===== src/rtl/dma_rd_sched.sv =====
// dma_rd_sched: reads a job of fixed-length bursts from DRAM and scatters the
// beats round-robin across NUM_BANK BRAM banks (burst n -> bank n mod NUM_BANK).
// Optional busy-cycle counter enabled by defining DMA_RD_SCHED_PERF_EN.
//
// state | meaning
// IDLE  | waiting for i_start
// ISSUE | launch one read burst
// WAIT  | collect beats until i_read_done
// NEXT  | pick next burst, or finish; stalls while i_hold
// FIN   | emit o_done, back to IDLE
module dma_rd_sched #(
    parameter int AXI_WIDTH_AD = 32,
    parameter int AXI_WIDTH_DA = 32,
    parameter int NUM_BANK     = 16,
    parameter int BURST_LEN    = 16,
    parameter int BANK_AW      = 8
) (
    input  logic                    clk,
    input  logic                    rst,
    input  logic                    i_start,
    input  logic [AXI_WIDTH_AD-1:0] i_base_addr,
    input  logic [8:0]              i_num_blk,
    input  logic                    i_hold,
    output logic                    o_ctrl_read,
    output logic [AXI_WIDTH_AD-1:0] o_read_addr,
    input  logic                    i_read_data_vld,
    input  logic [AXI_WIDTH_DA-1:0] i_read_data,
    input  logic                    i_read_done,
    output logic [NUM_BANK-1:0]     o_bram_we,
    output logic [BANK_AW-1:0]      o_bram_addr,
    output logic [AXI_WIDTH_DA-1:0] o_bram_data,
    output logic                    o_busy,
    output logic                    o_done,
    output logic                    o_err,
    output logic [31:0]             o_perf_cycles
);

    localparam int BEAT_W     = $clog2(BURST_LEN + 1);
    localparam int BANK_SEL_W = $clog2(NUM_BANK);
    localparam int STRIDE     = BURST_LEN * (AXI_WIDTH_DA / 8);

    typedef enum logic [2:0] {S_IDLE, S_ISSUE, S_WAIT, S_NEXT, S_FIN} state_t;

    state_t                  state_q, state_d;
    logic [AXI_WIDTH_AD-1:0] base_q, base_d;
    logic [8:0]              num_blk_q, num_blk_d;
    logic [8:0]              blk_idx_q, blk_idx_d;
    logic [BEAT_W-1:0]       beat_cnt_q, beat_cnt_d;
    logic                    err_q, err_d;
    logic                    ctrl_read_q, ctrl_read_d;
    logic [AXI_WIDTH_AD-1:0] read_addr_q, read_addr_d;
    logic [NUM_BANK-1:0]     bram_we_q, bram_we_d;
    logic [BANK_AW-1:0]      bram_addr_q, bram_addr_d;
    logic [AXI_WIDTH_DA-1:0] bram_data_q, bram_data_d;
    logic                    done_q, done_d;
    logic [BEAT_W-1:0]       beat_total;
    logic [31:0]             word_addr;

    // Next-state, datapath updates and registered-output values
    always_comb begin
        state_d     = state_q;
        base_d      = base_q;
        num_blk_d   = num_blk_q;
        blk_idx_d   = blk_idx_q;
        beat_cnt_d  = beat_cnt_q;
        err_d       = err_q;
        ctrl_read_d = 1'b0;
        read_addr_d = read_addr_q;
        bram_we_d   = '0;
        bram_addr_d = bram_addr_q;
        bram_data_d = bram_data_q;
        done_d      = 1'b0;
        beat_total  = beat_cnt_q;
        word_addr   = 32'(blk_idx_q >> BANK_SEL_W) * 32'(BURST_LEN) + 32'(beat_cnt_q);

        case (state_q)
            S_IDLE: begin
                if (i_start) begin
                    base_d     = i_base_addr;
                    num_blk_d  = i_num_blk;
                    blk_idx_d  = '0;
                    beat_cnt_d = '0;
                    err_d      = 1'b0;
                    state_d    = (i_num_blk == 9'd0) ? S_FIN : S_ISSUE;
                end
            end
            S_ISSUE: begin
                ctrl_read_d = 1'b1;
                read_addr_d = base_q + AXI_WIDTH_AD'(blk_idx_q) * AXI_WIDTH_AD'(STRIDE);
                state_d     = S_WAIT;
            end
            S_WAIT: begin
                if (i_read_data_vld) begin
                    if (beat_cnt_q < BEAT_W'(BURST_LEN)) begin
                        bram_we_d   = NUM_BANK'(1) << blk_idx_q[BANK_SEL_W-1:0];
                        bram_addr_d = word_addr[BANK_AW-1:0];
                        bram_data_d = i_read_data;
                        beat_total  = beat_cnt_q + BEAT_W'(1);
                    end else begin
                        err_d = 1'b1;
                    end
                end
                beat_cnt_d = beat_total;
                // a beat arriving with done is already folded into beat_total
                if (i_read_done) begin
                    if (beat_total != BEAT_W'(BURST_LEN)) begin
                        err_d = 1'b1;
                    end
                    blk_idx_d  = blk_idx_q + 9'd1;
                    beat_cnt_d = '0;
                    state_d    = S_NEXT;
                end
            end
            S_NEXT: begin
                if (blk_idx_q == num_blk_q) begin
                    state_d = S_FIN;
                end else if (!i_hold) begin
                    state_d = S_ISSUE;
                end
            end
            S_FIN: begin
                done_d  = 1'b1;
                state_d = S_IDLE;
            end
            default: state_d = S_IDLE;
        endcase
    end

    // State and output registers, synchronous reset
    always_ff @(posedge clk) begin
        if (rst) begin
            state_q     <= S_IDLE;
            base_q      <= '0;
            num_blk_q   <= '0;
            blk_idx_q   <= '0;
            beat_cnt_q  <= '0;
            err_q       <= 1'b0;
            ctrl_read_q <= 1'b0;
            read_addr_q <= '0;
            bram_we_q   <= '0;
            bram_addr_q <= '0;
            bram_data_q <= '0;
            done_q      <= 1'b0;
        end else begin
            state_q     <= state_d;
            base_q      <= base_d;
            num_blk_q   <= num_blk_d;
            blk_idx_q   <= blk_idx_d;
            beat_cnt_q  <= beat_cnt_d;
            err_q       <= err_d;
            ctrl_read_q <= ctrl_read_d;
            read_addr_q <= read_addr_d;
            bram_we_q   <= bram_we_d;
            bram_addr_q <= bram_addr_d;
            bram_data_q <= bram_data_d;
            done_q      <= done_d;
        end
    end

    assign o_ctrl_read = ctrl_read_q;
    assign o_read_addr = read_addr_q;
    assign o_bram_we   = bram_we_q;
    assign o_bram_addr = bram_addr_q;
    assign o_bram_data = bram_data_q;
    assign o_busy      = (state_q != S_IDLE);
    assign o_done      = done_q;
    assign o_err       = err_q;

`ifdef DMA_RD_SCHED_PERF_EN
    logic [31:0] perf_q, perf_d;

    // Busy-cycle count: cleared on an accepted start, saturating
    always_comb begin
        perf_d = perf_q;
        if (state_q == S_IDLE && i_start) begin
            perf_d = '0;
        end else if (state_q != S_IDLE && perf_q != 32'hFFFF_FFFF) begin
            perf_d = perf_q + 32'd1;
        end
    end

    // Busy-cycle counter register
    always_ff @(posedge clk) begin
        if (rst) begin
            perf_q <= '0;
        end else begin
            perf_q <= perf_d;
        end
    end

    assign o_perf_cycles = perf_q;
`else
    assign o_perf_cycles = '0;
`endif

endmodule


===== config.mk =====
export PLATFORM = sky130hd
export DESIGN_NAME = dma_rd_sched
export DESIGN_NICKNAME = d
export VERILOG_FILES = /design/src/rtl/dma_rd_sched.sv
export SDC_FILE = /design/constraint.sdc
export NUM_CORES = 1
export LEC_CHECK = 0
export ABC_AREA = 1
export BUFFER_PORTS_ARGS = -buffer_cell sky130_fd_sc_hd__buf_2
export CAP_MARGIN = 20
export CORE_UTILIZATION = 40
export CTS_CLUSTER_SIZE = 24
export DETAILED_ROUTE_END_ITERATION = 12
export GPL_TIMING_DRIVEN = 0
export HOLD_SLACK_MARGIN = 0.12
export RECOVER_POWER = 50
export SLEW_MARGIN = 15
export SYNTH_ARGS = -nofsm -noshare
export SYNTH_HDL_FRONTEND = slang
export SYNTH_SLANG_ARGS = --single-unit

===== constraint.sdc =====
create_clock -name clk -period 3.79 [get_ports clk]
set_input_delay 0.758 -clock clk [delete_from_list [all_inputs] [get_ports clk]]
set_output_delay 0.758 -clock clk [all_outputs]
set_load 0.05 [all_outputs]

After elaboration in Yosys (flattened, before gate mapping)
Cells that the tools add are included.

word-level totals
  latch bits = 0
  logic and storage cells = 63
  memory bits (read-only) = 0
  memories = 0
  bits in registers = 149
  RAM bits = 0

cells by class
  muxes and demuxes = 23
  divide/modulo/power cells = 0
  $mul = 0
  reductions and logical operators = 10
  bitwise gates (word level) = 3
  add/sub/neg operators = 4
  shift-type cells = 1
  $lt $le $gt $ge = 1
  equal/unequal tests = 9

operators by type and width
  operator              number
  $add 32x15->32        1
  $mux 5                5
  $mux 9                2
  $pmux 9 s2            1
  $shl 1x4->16 const A  1
  $mux 3                5
  $pmux 3 s4            1
  $pmux 5 s2            1
  $add 9x1->9 const B   1
  $eq 9x9->1            1
  $logic_not 9->1       1
  $reduce_and 3->1      3
  $add 8x5->8           1
  $mux 1                7
  $eq 3x2->1 const B    2
  $add 5x1->5 const B   1
  $lt 5x5->1 const B    1
  $ne 5x5->1 const B    1
  $ne 2x2->1 const B    2
  $reduce_and 2->1      2
  $reduce_or 4->1       1
  $eq 3x1->1 const B    1
  $eq 3x3->1 const B    1
  $logic_not 3->1       1
  5 further kinds       7

Logic depth before layout (Yosys ltp)
Gate-level depths: netlist of run 1.

  depth in word-level cells = 8
  depth in mapped cells = 14
  mapped depth without buffers = 14

Worst setup path after synthesis of run 1
Ideal clock, no wire load.

  path type = reg2reg
  start = register blk_idx_q[0]
  end = register read_addr_q[28], in the netlist o_read_addr[28]
  stages on the path, launching flop included = 14
  buffers on the path = 0
  arrival time = 1,770 ps
  slack = 1,912 ps
  required time = 3,681 ps
  cell sequence = dfxtp_1 ha_1 inv_1 fa_1 inv_1 nand3_1 nand3_1 nand2_1 nand2_1 nand3_1 nand3_1 nand3_1 nand2_1 inv_1

between the ends
  longest elaborated chain between the ends = 1

ends and longest elaborated chain
  element                 line  text
  start, declared         47    logic [8:0] blk_idx_q, blk_idx_d;
  start signal, assigned  148   blk_idx_q <= blk_idx_d;
  $add 32x15->32          89    read_addr_d = base_q + AXI_WIDTH_AD'(blk_idx_q) * AXI_WIDTH_AD'(STRIDE);
  end signal, assigned    152   read_addr_q <= read_addr_d;
  end, declared           51    logic [AXI_WIDTH_AD-1:0] read_addr_q, read_addr_d;

Every way passes these cells.
A chain may end at the register's enable or synchronous reset.

Final worst setup path of run 1
Same ends and word-level chain as after synthesis.

==> summary.md, run 1 <==
| Metric | Value |
|---|---|
| Pre-Repair DR Iteration Count | `5` |
| Area leader, netlist | `dfxtp_1` |
| H-tree depth | `4` |
| XOR/XNOR share of the synthesized area | `0.01473` |
| Post-Syn Area per Cell | `7.187 um2` |
| Setup TNS | `0 ps` |
| Fin util | `0.5108` |
| CTS tree | `built` |
| Post-synthesis adder-cell area fraction | `0.03436` |
| Sequential share of power | `0.333` |
| Fin crit period | `2479 ps` |
| Post-Syn Instances | `993` |
| DPL Wire Length | `16070 um` |
| R2R Path End | `o_read_addr[28]$_SDFFE_PP0P_` |
| Ranking of synthesized cells by area | `dfxtp_1 42%, nand2_1 8.6%, nor2_1 8.5%` |
| Worst-Margin Slew | `1337 ps` |
| Rows | `48` |
| Fin area | `8866 um2` |
| WL per Instance | `14.54 um` |
| Pleak | `4.311 nW` |
| Total gr overflow | `0` |
| Asr flop ratio synth | `0` |
| Peak supply drop | `0.3571 mV` |
| Cell Pwr Density | `734.3 nW/um2` |
| Later-pin clock latency in the skew report | `430 ps` |
| Vias in the first global route | `6564` |
| Starting DRT DRC Count | `374` |
| Clock skew | `5.671 ps` |
| Die H | `135.6 um` |
| Area growth syn-to-layout | `24.23%` |
| Power share of the clock group | `0.270` |
| Switching Share | `0.4511` |
| Main combinational cell family by area after synthesis | `simple AND/OR/NAND/NOR gates` |
| Max clock buf depth | `2` |
| Final setup fails | `0` |
| Final Cycle Share | `0.6541` |
| Post-synth top area share | `0.4180` |
| Max Cap Violations | `0` |
| Pins Over Slew Limit | `0` |
| Post-Syn Area | `7137 um2` |
| Hold slack | `471.8 ps` |
| Yosys reg bits | `149` |
| Critical path class | `flop to flop` |
| Die width | `135.6 um` |
| Synth Warn # | `0` |
| Fmax | `403.4 MHz` |
| Fin. Hold Viols | `0` |
| WP data required | `4120 ps` |
| CTS resizes | `0` |
| Post-synthesis sequential area ratio | `0.4180` |
| Layout net count | `1311` |
| Hold/Removal Path Class | `flop to flop` |
| DIE AREA | `18380 um2` |
| EDFF count, synth | `0` |
| Post-synth top cells | `164 x nand2_1, 161 x nor2_1, 149 x dfxtp_1` |
| Crit. End Element | `flop` |
| Antenna-violating nets left | `0` |
| Critical path peak fanout | `6` |
| Worst Setup EP | `o_read_addr[28]$_SDFFE_PP0P_` |
| Count leader, synth | `nand2_1` |
| Diodes inserted | `0` |
| Crit path from | `blk_idx_q[0]$_SDFFE_PP0P_` |
| Via-per-instance ratio | `4.802` |
| Simple-Gate Fraction of Synth Area | `0.2681` |
| Reg2reg path depth | `13` |
| CP startpoint kind | `flop` |
| Synth cell types | `42` |
| Post-CTS setup buffers | `0` |
| Pint | `3.574 mW` |
| Placed Area | `8386 um2` |
| Reg clk slew, reported paths | `70 ps` |
| Placer congestion estimate | `0.9426` |
| Critical path arrival | `2810 ps` |
| # IOs | `203` |
| Vias | `6968` |
| IO Port Bufs | `170` |
| DRC Markers | `0` |
| Core Area | `17360 um2` |
| R2R Setup Slk | `1310 ps` |
| CTS Buf Count | `17` |
| Net Sw Power | `2.937 mW` |
| GRT Total Usage | `0.2360` |
| Antenna violations before repair | `0` |
| Largest net degree at the start of global routing | `17` |
| Slew HR | `0.1017` |
| Reg2reg start | `blk_idx_q[0]$_SDFFE_PP0P_` |
| Outcome | `finished clean` |
| Starting Density | `0.4112` |
| Predominant post-synthesis flop cell | `dfxtp_1` |
| CTS root buffer | `clkbuf_16` |
| Mux cell area share after synthesis | `0` |
| First-pass GRT wire length | `33380 um` |
| RSZ-0062 raised after global routing | `no` |
| Logic pwr share | `0.398` |
| Detailed Route WL | `21100 um` |
| Post-CTS Hold Fix Bufs | `0` |
| Sink Count | `149` |
| Synth Area in Compound Gates | `0.1446` |
| Layout cells sized above 1 | `0.1819` |
worst min path at each step:
| stage | start | slack (ps) | to | cells past startpoint |
|---|---|---|---|---|
| final | num_blk_q[1]$_SDFFE_PP0P_ | 470 | num_blk_q[1]$_SDFFE_PP0P_ | 2 |
| after global routing | num_blk_q[1]$_SDFFE_PP0P_ | 500 | num_blk_q[1]$_SDFFE_PP0P_ | 2 |
| after CTS | num_blk_q[1]$_SDFFE_PP0P_ | 470 | num_blk_q[1]$_SDFFE_PP0P_ | 2 |
| after detailed placement | o_bram_addr[0]$_SDFFE_PP0P_ | 460 | o_bram_addr[0]$_SDFFE_PP0P_ | 2 |
| after global placement | o_bram_addr[0]$_SDFFE_PP0P_ | 450 | o_bram_addr[0]$_SDFFE_PP0P_ | 2 |
| after floorplan | num_blk_q[4]$_SDFFE_PP0P_ | 440 | num_blk_q[4]$_SDFFE_PP0P_ | 2 |
metal layers:
layer | GRT usage | part of all wire
met1 | 0.3094 | 0.47
met2 | 0.3812 | 0.45
met3 | 0.05799 | 0.070
met4 | 0.06866 | 0.012
met5 | 0 | 0
layout by cell type (no fill, tap or decap), types with 2 or more instances in the layout:
master,netlist,layout
clkbuf_1,20,62
buf_6,5,2
nand2_8,2,2
clkinv_4,0,4
nand4_1,8,8
o21ai_0,107,107
inv_6,0,5
ha_1,18,18
inv_8,0,2
nand3_1,66,67
inv_1,103,104
nand2_1,164,164
buf_4,34,33
or2_2,2,2
clkbuf_16,0,17
conb_1,1,32
nor2_1,161,165
o21a_1,15,15
xor2_1,6,6
o21bai_1,5,5
nor3_1,27,28
o211ai_1,2,2
nor3_2,2,2
xnor2_1,6,6
clkinv_1,1,2
buf_2,12,144
a31oi_1,3,3
bufinv_16,0,2
nand2_2,2,2
a21oi_1,53,53
dfxtp_1,149,149
cell type report:
type / count / area (um2)
Multi-Input combinational cell: 696 / 3361
Clock inverter: 15 / 185.2
Inverter: 108 / 406.6
Tap cell: 225 / 281.5
Fill cell: 1865 / 8491
Sequential cell: 149 / 2983
Timing Repair Buffer: 170 / 808.3
Clock buffer: 17 / 425.4
Buffer: 71 / 415.4
per-stage QoR:
step / worst slack, ps / instances / power (mW)
CTS: 1300 / 1451 / 6.651
global placement: 1326 / 1419 / 4.863
global route: 1098 / 1451 / 6.891
finish: 1311 / 1451 / 6.511
detailed placement: 1352 / 1419 / 4.885
floorplan: 1912 / 1024 / 4.191
logic make-up after synthesis:
logic type	count (synthesis)
adders and majority gates	19
buffers and inverters	179
xor gates and xnor gates	12
and+or+nand+nor	442
other	1
DFF	149
AOI/OAI and AO/OA	191
flip-flops by register name, indices dropped and copies added, names as in the netlist:
signal,cells
blk_idx_q,9
o_bram_addr,8
o_bram_we,16
o_err,1
o_done,1
o_ctrl_read,1
state_q,3
o_bram_data,32
base_q,32
o_read_addr,32
num_blk_q,9
beat_cnt_q,5
critical path, cell delays in order (launching register included):
cell,delay [ps]
dfxtp_1,470
ha_1,290
inv_1,80
fa_1,400
inv_1,120
nand3_1,80
nand3_1,190
nand2_1,90
nand2_1,180
nand3_1,160
nand3_1,100
nand3_1,90
nand2_1,80
inv_1,30
power groups by stage:
stage	logic, mW	registers (mW)	clock network (mW)
CTS	2.70	2.17	1.78
global placement	2.67	2.19	0
global route	2.82	2.21	1.86
finish	2.59	2.17	1.76
detailed placement	2.69	2.19	0
floorplan	1.26	2.93	0
(Power assumes the default switching activity.)
==> run 2: changes to the inputs <==
- clock period: 3.79 -> 2.52 ns (I/O delays scaled with it)
==> summary.md, run 2 (synthesized netlist as in run 1, its figures left out) <==
| Metric | Value |
|---|---|
| Via-per-instance ratio | `4.793` |
| Fin. Hold Viols | `0` |
| Reg2reg path depth | `13` |
| DIE AREA | `18380 um2` |
| Final Cycle Share | `0.9207` |
| Filler instances | `1889` |
| Fin area | `8818 um2` |
| CTS tree | `built` |
| Wire length on met1 | `9737 um` |
| Later-pin clock latency in the skew report | `430 ps` |
| Placer congestion estimate | `0.9426` |
| Placed Area | `8386 um2` |
| Critical path class | `flop to flop` |
| WP data required | `2850 ps` |
| Switching Share | `0.4533` |
| Slew HR | `0.5027` |
| Multi-input gate area | `3377 um2` |
| Hold/Removal Path Class | `input port to flop` |
| CTS root buffer | `clkbuf_16` |
| Met3 wire len | `1502 um` |
| Core Area | `17360 um2` |
| Reg clk slew, reported paths | `70 ps` |
| R2R Path End | `o_read_addr[28]$_SDFFE_PP0P_` |
| Register area | `2984 um2` |
| Vias in the first global route | `6564` |
| Antenna-violating nets left | `0` |
| Post-CTS setup buffers | `0` |
| R2R Setup Slk | `200 ps` |
| Die H | `135.6 um` |
| H-tree depth | `4` |
| Critical path arrival | `2650 ps` |
| Net Sw Power | `4.414 mW` |
| Sequential share of power | `0.336` |
| Peak supply drop | `0.5278 mV` |
| Hold path cells | `3` |
| CP startpoint kind | `flop` |
| Starting Density | `0.4112` |
| CTS resizes | `0` |
| Commonest non-fill, non-tap cell in the layout | `nor2_1` |
| Final setup fails | `0` |
| Placed Cells incl. Taps | `1419` |
| IO Port Bufs | `170` |
| Pre-Repair DR Iteration Count | `5` |
| Sink Count | `149` |
| Worst-Margin Slew | `743.2 ps` |
| Setup TNS | `0 ps` |
| Fin worst setup slack | `199.8 ps` |
| Vias | `6954` |
| Max clock buf depth | `2` |
| # IOs | `203` |
| DR top layer | `met4` |
| Fin util | `0.5081` |
| Crit path from | `blk_idx_q[0]$_SDFFE_PP0P_` |
| Worst Setup EP | `o_read_addr[28]$_SDFFE_PP0P_` |
| Post-CTS Hold Fix Bufs | `0` |
| Layout net count | `1311` |
| GRT Total Usage | `0.2360` |
| Critical path peak fanout | `6` |
| CTS Buf Count | `17` |
| Crit. End Element | `flop` |
| Largest net degree at the start of global routing | `17` |
| Logic pwr share | `0.394` |
| DPL Wire Length | `16070 um` |
| Diodes inserted | `0` |
| Pint | `5.322 mW` |
| Outcome | `finished clean` |
| Layout cells sized above 1 | `0.1427` |
| DRC Markers | `0` |
| Rows | `48` |
| Detailed Route WL | `21050 um` |
| Fmax | `431.0 MHz` |
| First-pass GRT wire length | `33380 um` |
| Metal2 WL | `9599 um` |
| Die width | `135.6 um` |
| Starting DRT DRC Count | `383` |
| WL per Instance | `14.50 um` |
| Most frequent cells in the layout | `165 x nor2_1, 164 x nand2_1, 148 x dfxtp_1` |
| Total gr overflow | `0` |
| Fin crit period | `2320 ps` |
| Max Cap Violations | `0` |
| Non-Filler Instances | `1451` |
| Cell Pwr Density | `1104 nW/um2` |
| Pins Over Slew Limit | `0` |
| Power share of the clock group | `0.270` |
| Reg2reg start | `blk_idx_q[0]$_SDFFE_PP0P_` |
| Area growth syn-to-layout | `23.56%` |
| Pleak | `4.100 nW` |
| Antenna violations before repair | `0` |
| Clock skew | `6.293 ps` |
| Dpl ws | `81.59 ps` |
run 2: changes by cell type in the layout (fill, tap and decap cells not counted), sizes merged:
cell	delta
buf	-54
clkbuf	+54
clkinv	-1
inv	+1
run 2: layer usage:
metal	track usage	vias to the layer above
li1	-	3576
met1	0.3094	3128
met2	0.3812	231
met3	0.05799	19
met4	0.06866	0
met5	0	-
run 2: area by class of cell:
class | instances | area share
Tap cell | 225 | 0.03192
Timing Repair Buffer | 170 | 0.08371
Inverter | 108 | 0.04611
Clock buffer | 17 | 0.04824
Clock inverter | 15 | 0.02100
Multi-Input combinational cell | 696 | 0.3829
Buffer | 71 | 0.04767
Sequential cell | 149 | 0.3384
run 2: worst min path at each step:
stage,from,endpoint
after floorplan,num_blk_q[4]$_SDFFE_PP0P_,num_blk_q[4]$_SDFFE_PP0P_
after global placement,o_bram_addr[0]$_SDFFE_PP0P_,o_bram_addr[0]$_SDFFE_PP0P_
after detailed placement,o_bram_addr[0]$_SDFFE_PP0P_,o_bram_addr[0]$_SDFFE_PP0P_
after CTS,i_read_data[16],o_bram_data[16]$_SDFFE_PP0P_
after global routing,i_read_data[0],o_bram_data[0]$_SDFFE_PP0P_
final,i_read_data[16],o_bram_data[16]$_SDFFE_PP0P_
run 2: power by group through the flow:
stage	clock network, mW	logic (mW)	registers [mW]
3_5_place_dp	0	4.05	3.30
4_1_cts	2.68	4.06	3.26
6_report	2.63	3.84	3.27
3_3_place_gp	0	4.02	3.29
5_1_grt	2.79	4.19	3.34
2_1_floorplan	0	1.89	4.41
run 2: worst max-delay path: stages (launching register included):
cell	delay, ps
dfxtp_2	400
ha_1	260
inv_1	80
fa_1	400
inv_1	130
nand3_1	100
nand3_2	130
nand2_1	70
nand2_1	170
nand3_1	170
nand3_1	100
nand3_1	90
nand2_1	80
inv_1	30
run 2: metrics by stage:
step           hold slack (ps)  power [mW]
6_report                 293.6       9.736
4_1_cts                  279.4       10.00
5_1_grt                  286.6       10.32
3_5_place_dp             458.5       7.347
3_3_place_gp             451.1       7.314
2_1_floorplan            441.5       6.303
==> run 3: changes to the inputs <==
- REMOVE_ABC_BUFFERS: default -> 1
==> summary.md, run 3 (synthesized netlist as in run 1, its figures left out) <==
| Metric | Value |
|---|---|
| Antenna-violating nets left | `0` |
| Multi-input gate area | `3413 um2` |
| Layout cells sized above 1 | `0.1156` |
| Register area | `2984 um2` |
| Reg clk slew, reported paths | `60 ps` |
| Worst-Margin Slew | `746.0 ps` |
| Critical path class | `flop to flop` |
| Later-pin clock latency in the skew report | `420 ps` |
| Detailed Route WL | `18250 um` |
| GRT Total Usage | `0.2041` |
| Largest net degree at the start of global routing | `84` |
| CTS root buffer | `clkbuf_16` |
| Most frequent cells in the layout | `165 x nand2_1, 162 x nor2_1, 148 x dfxtp_1` |
| Crit path from | `blk_idx_q[0]$_SDFFE_PP0P_` |
| Pre-Repair DR Iteration Count | `5` |
| Final setup fails | `0` |
| Vias in the first global route | `6067` |
| Area growth syn-to-layout | `19.48%` |
| Cell Pwr Density | `1136 nW/um2` |
| Rows | `48` |
| Fin crit period | `2268 ps` |
| IO Port Bufs | `170` |
| Fin util | `0.4913` |
| Starting DRT DRC Count | `387` |
| Sequential share of power | `0.336` |
| DRC Markers | `0` |
| Logic pwr share | `0.388` |
| Antenna violations before repair | `2` |
| Net Sw Power | `4.239 mW` |
| Vias | `6623` |
| WP data required | `2840 ps` |
| Outcome | `finished clean` |
| Placed Area | `8031 um2` |
| Critical path peak fanout | `6` |
| Layout net count | `1245` |
| WL per Instance | `13.17 um` |
| Die H | `135.6 um` |
| CTS tree | `built` |
| Core Area | `17360 um2` |
| Peak supply drop | `0.5215 mV` |
| Reg2reg start | `blk_idx_q[0]$_SDFFE_PP0P_` |
| Placed Cells incl. Taps | `1352` |
| Pleak | `3.874 nW` |
| First-pass GRT wire length | `29550 um` |
| Power share of the clock group | `0.276` |
| Via-per-instance ratio | `4.782` |
| Non-Filler Instances | `1385` |
| Pins Over Slew Limit | `0` |
| Commonest non-fill, non-tap cell in the layout | `nand2_1` |
| CP startpoint kind | `flop` |
| Max Cap Violations | `0` |
| DIE AREA | `18380 um2` |
| Switching Share | `0.4376` |
| Filler instances | `1832` |
| Starting Density | `0.4112` |
| Final Cycle Share | `0.9002` |
| Sink Count | `149` |
| H-tree depth | `4` |
| Fmax | `440.8 MHz` |
| DPL Wire Length | `12700 um` |
| Fin area | `8527 um2` |
| Critical path arrival | `2590 ps` |
| Max clock buf depth | `2` |
| Post-CTS Hold Fix Bufs | `0` |
| Die width | `135.6 um` |
| Slew HR | `0.5011` |
| Total gr overflow | `0` |
| Post-CTS setup buffers | `0` |
| # IOs | `203` |
| RSZ-0062 raised after global routing | `no` |
| Crit. End Element | `flop` |
| Hold Startpoint | `i_read_data[15]` |
| Fin. Hold Viols | `0` |
| Pint | `5.448 mW` |
| Placer congestion estimate | `0.8365` |
| Hold/Removal Path Class | `input port to flop` |
| CTS Buf Count | `17` |
| Clock skew | `6.538 ps` |
==> run 3: cell types whose count changed in the layout (fill, tap and decap cells not counted), sizes merged <==
| cell | change |
|---|---|
| inv | -5 |
| clkinv | -2 |
| diode | +1 |
| buf | -42 |
| clkbuf | -20 |
| bufinv | +1 |
| clkinvlp | +1 |
==> run 3: power by group through the flow <==
stage | registers, mW | logic, mW | clock network [mW]
global route | 3.32 | 4.12 | 2.80
finish | 3.26 | 3.76 | 2.67
detailed placement | 3.29 | 3.89 | 0
floorplan | 4.41 | 1.72 | 0
CTS | 3.25 | 3.91 | 2.72
global placement | 3.29 | 3.80 | 0
==> run 3: layer usage <==
| layer | GRT usage | up-vias | wire (um) |
|---|---|---|---|
| met5 | 0 | - | 8 |
| met4 | 0.07116 | 2 | 305 |
| met1 | 0.2600 | 2975 | 8477 |
| li1 | - | 3452 | - |
| met2 | 0.3299 | 173 | 8351 |
| met3 | 0.05499 | 21 | 1103 |
==> run 3: metrics by stage <==
| step | worst slack (ps) | power (mW) | hold slack, ps | TNS [ps] |
|---|---|---|---|---|
| 2_1_floorplan | -69.88 | 6.126 | 444.3 | -2480 |
| 3_3_place_gp | -1718 | 7.089 | 448.1 | -183040 |
| 3_5_place_dp | -302.1 | 7.181 | 457.8 | -6149 |
| 4_1_cts | 129.5 | 9.874 | 288.0 | 0 |
| 5_1_grt | 60.13 | 10.25 | 293.2 | 0 |
| 6_report | 251.5 | 9.687 | 301.7 | 0 |
==> run 3: timing repair <==
item                                    in CTS  in global routing
gates resized for setup                      1                  1
endpoints found under the setup margin      36                  3
hold endpoints to repair                     0                  0
==> run 3: cell type report <==
cell class                      instances  share of cell area
Multi-Input combinational cell        696              0.4003
Sequential cell                       149              0.3500
Timing Repair Buffer                  175             0.09611
Clock buffer                           21             0.05517
Inverter                              108             0.04813
Tap cell                              225             0.03302
Clock inverter                         10             0.01702
Antenna cell                            1           0.0002935
==> run 3: final timing paths <==
kind	depth (start not counted)	end	slack, ps
setup reg to reg	13	o_read_addr[18]$_SDFFE_PP0P_	250
setup / recovery	13	o_read_addr[18]$_SDFFE_PP0P_	250
hold / removal	3	o_bram_data[15]$_SDFFE_PP0P_	300
hold reg to reg	2	base_q[31]$_SDFFE_PP0P_	470
==> run 3: worst max-delay path, stage by stage (launching register included) <==
cell	delay (ps)
dfxtp_2	400
ha_1	260
inv_1	70
fa_1	400
inv_1	90
nand3_1	60
nand3_1	180
nand2_1	80
nand3_1	200
nand2_1	130
nand3_1	100
nand3_1	80
nand2_1	60
inv_1	30
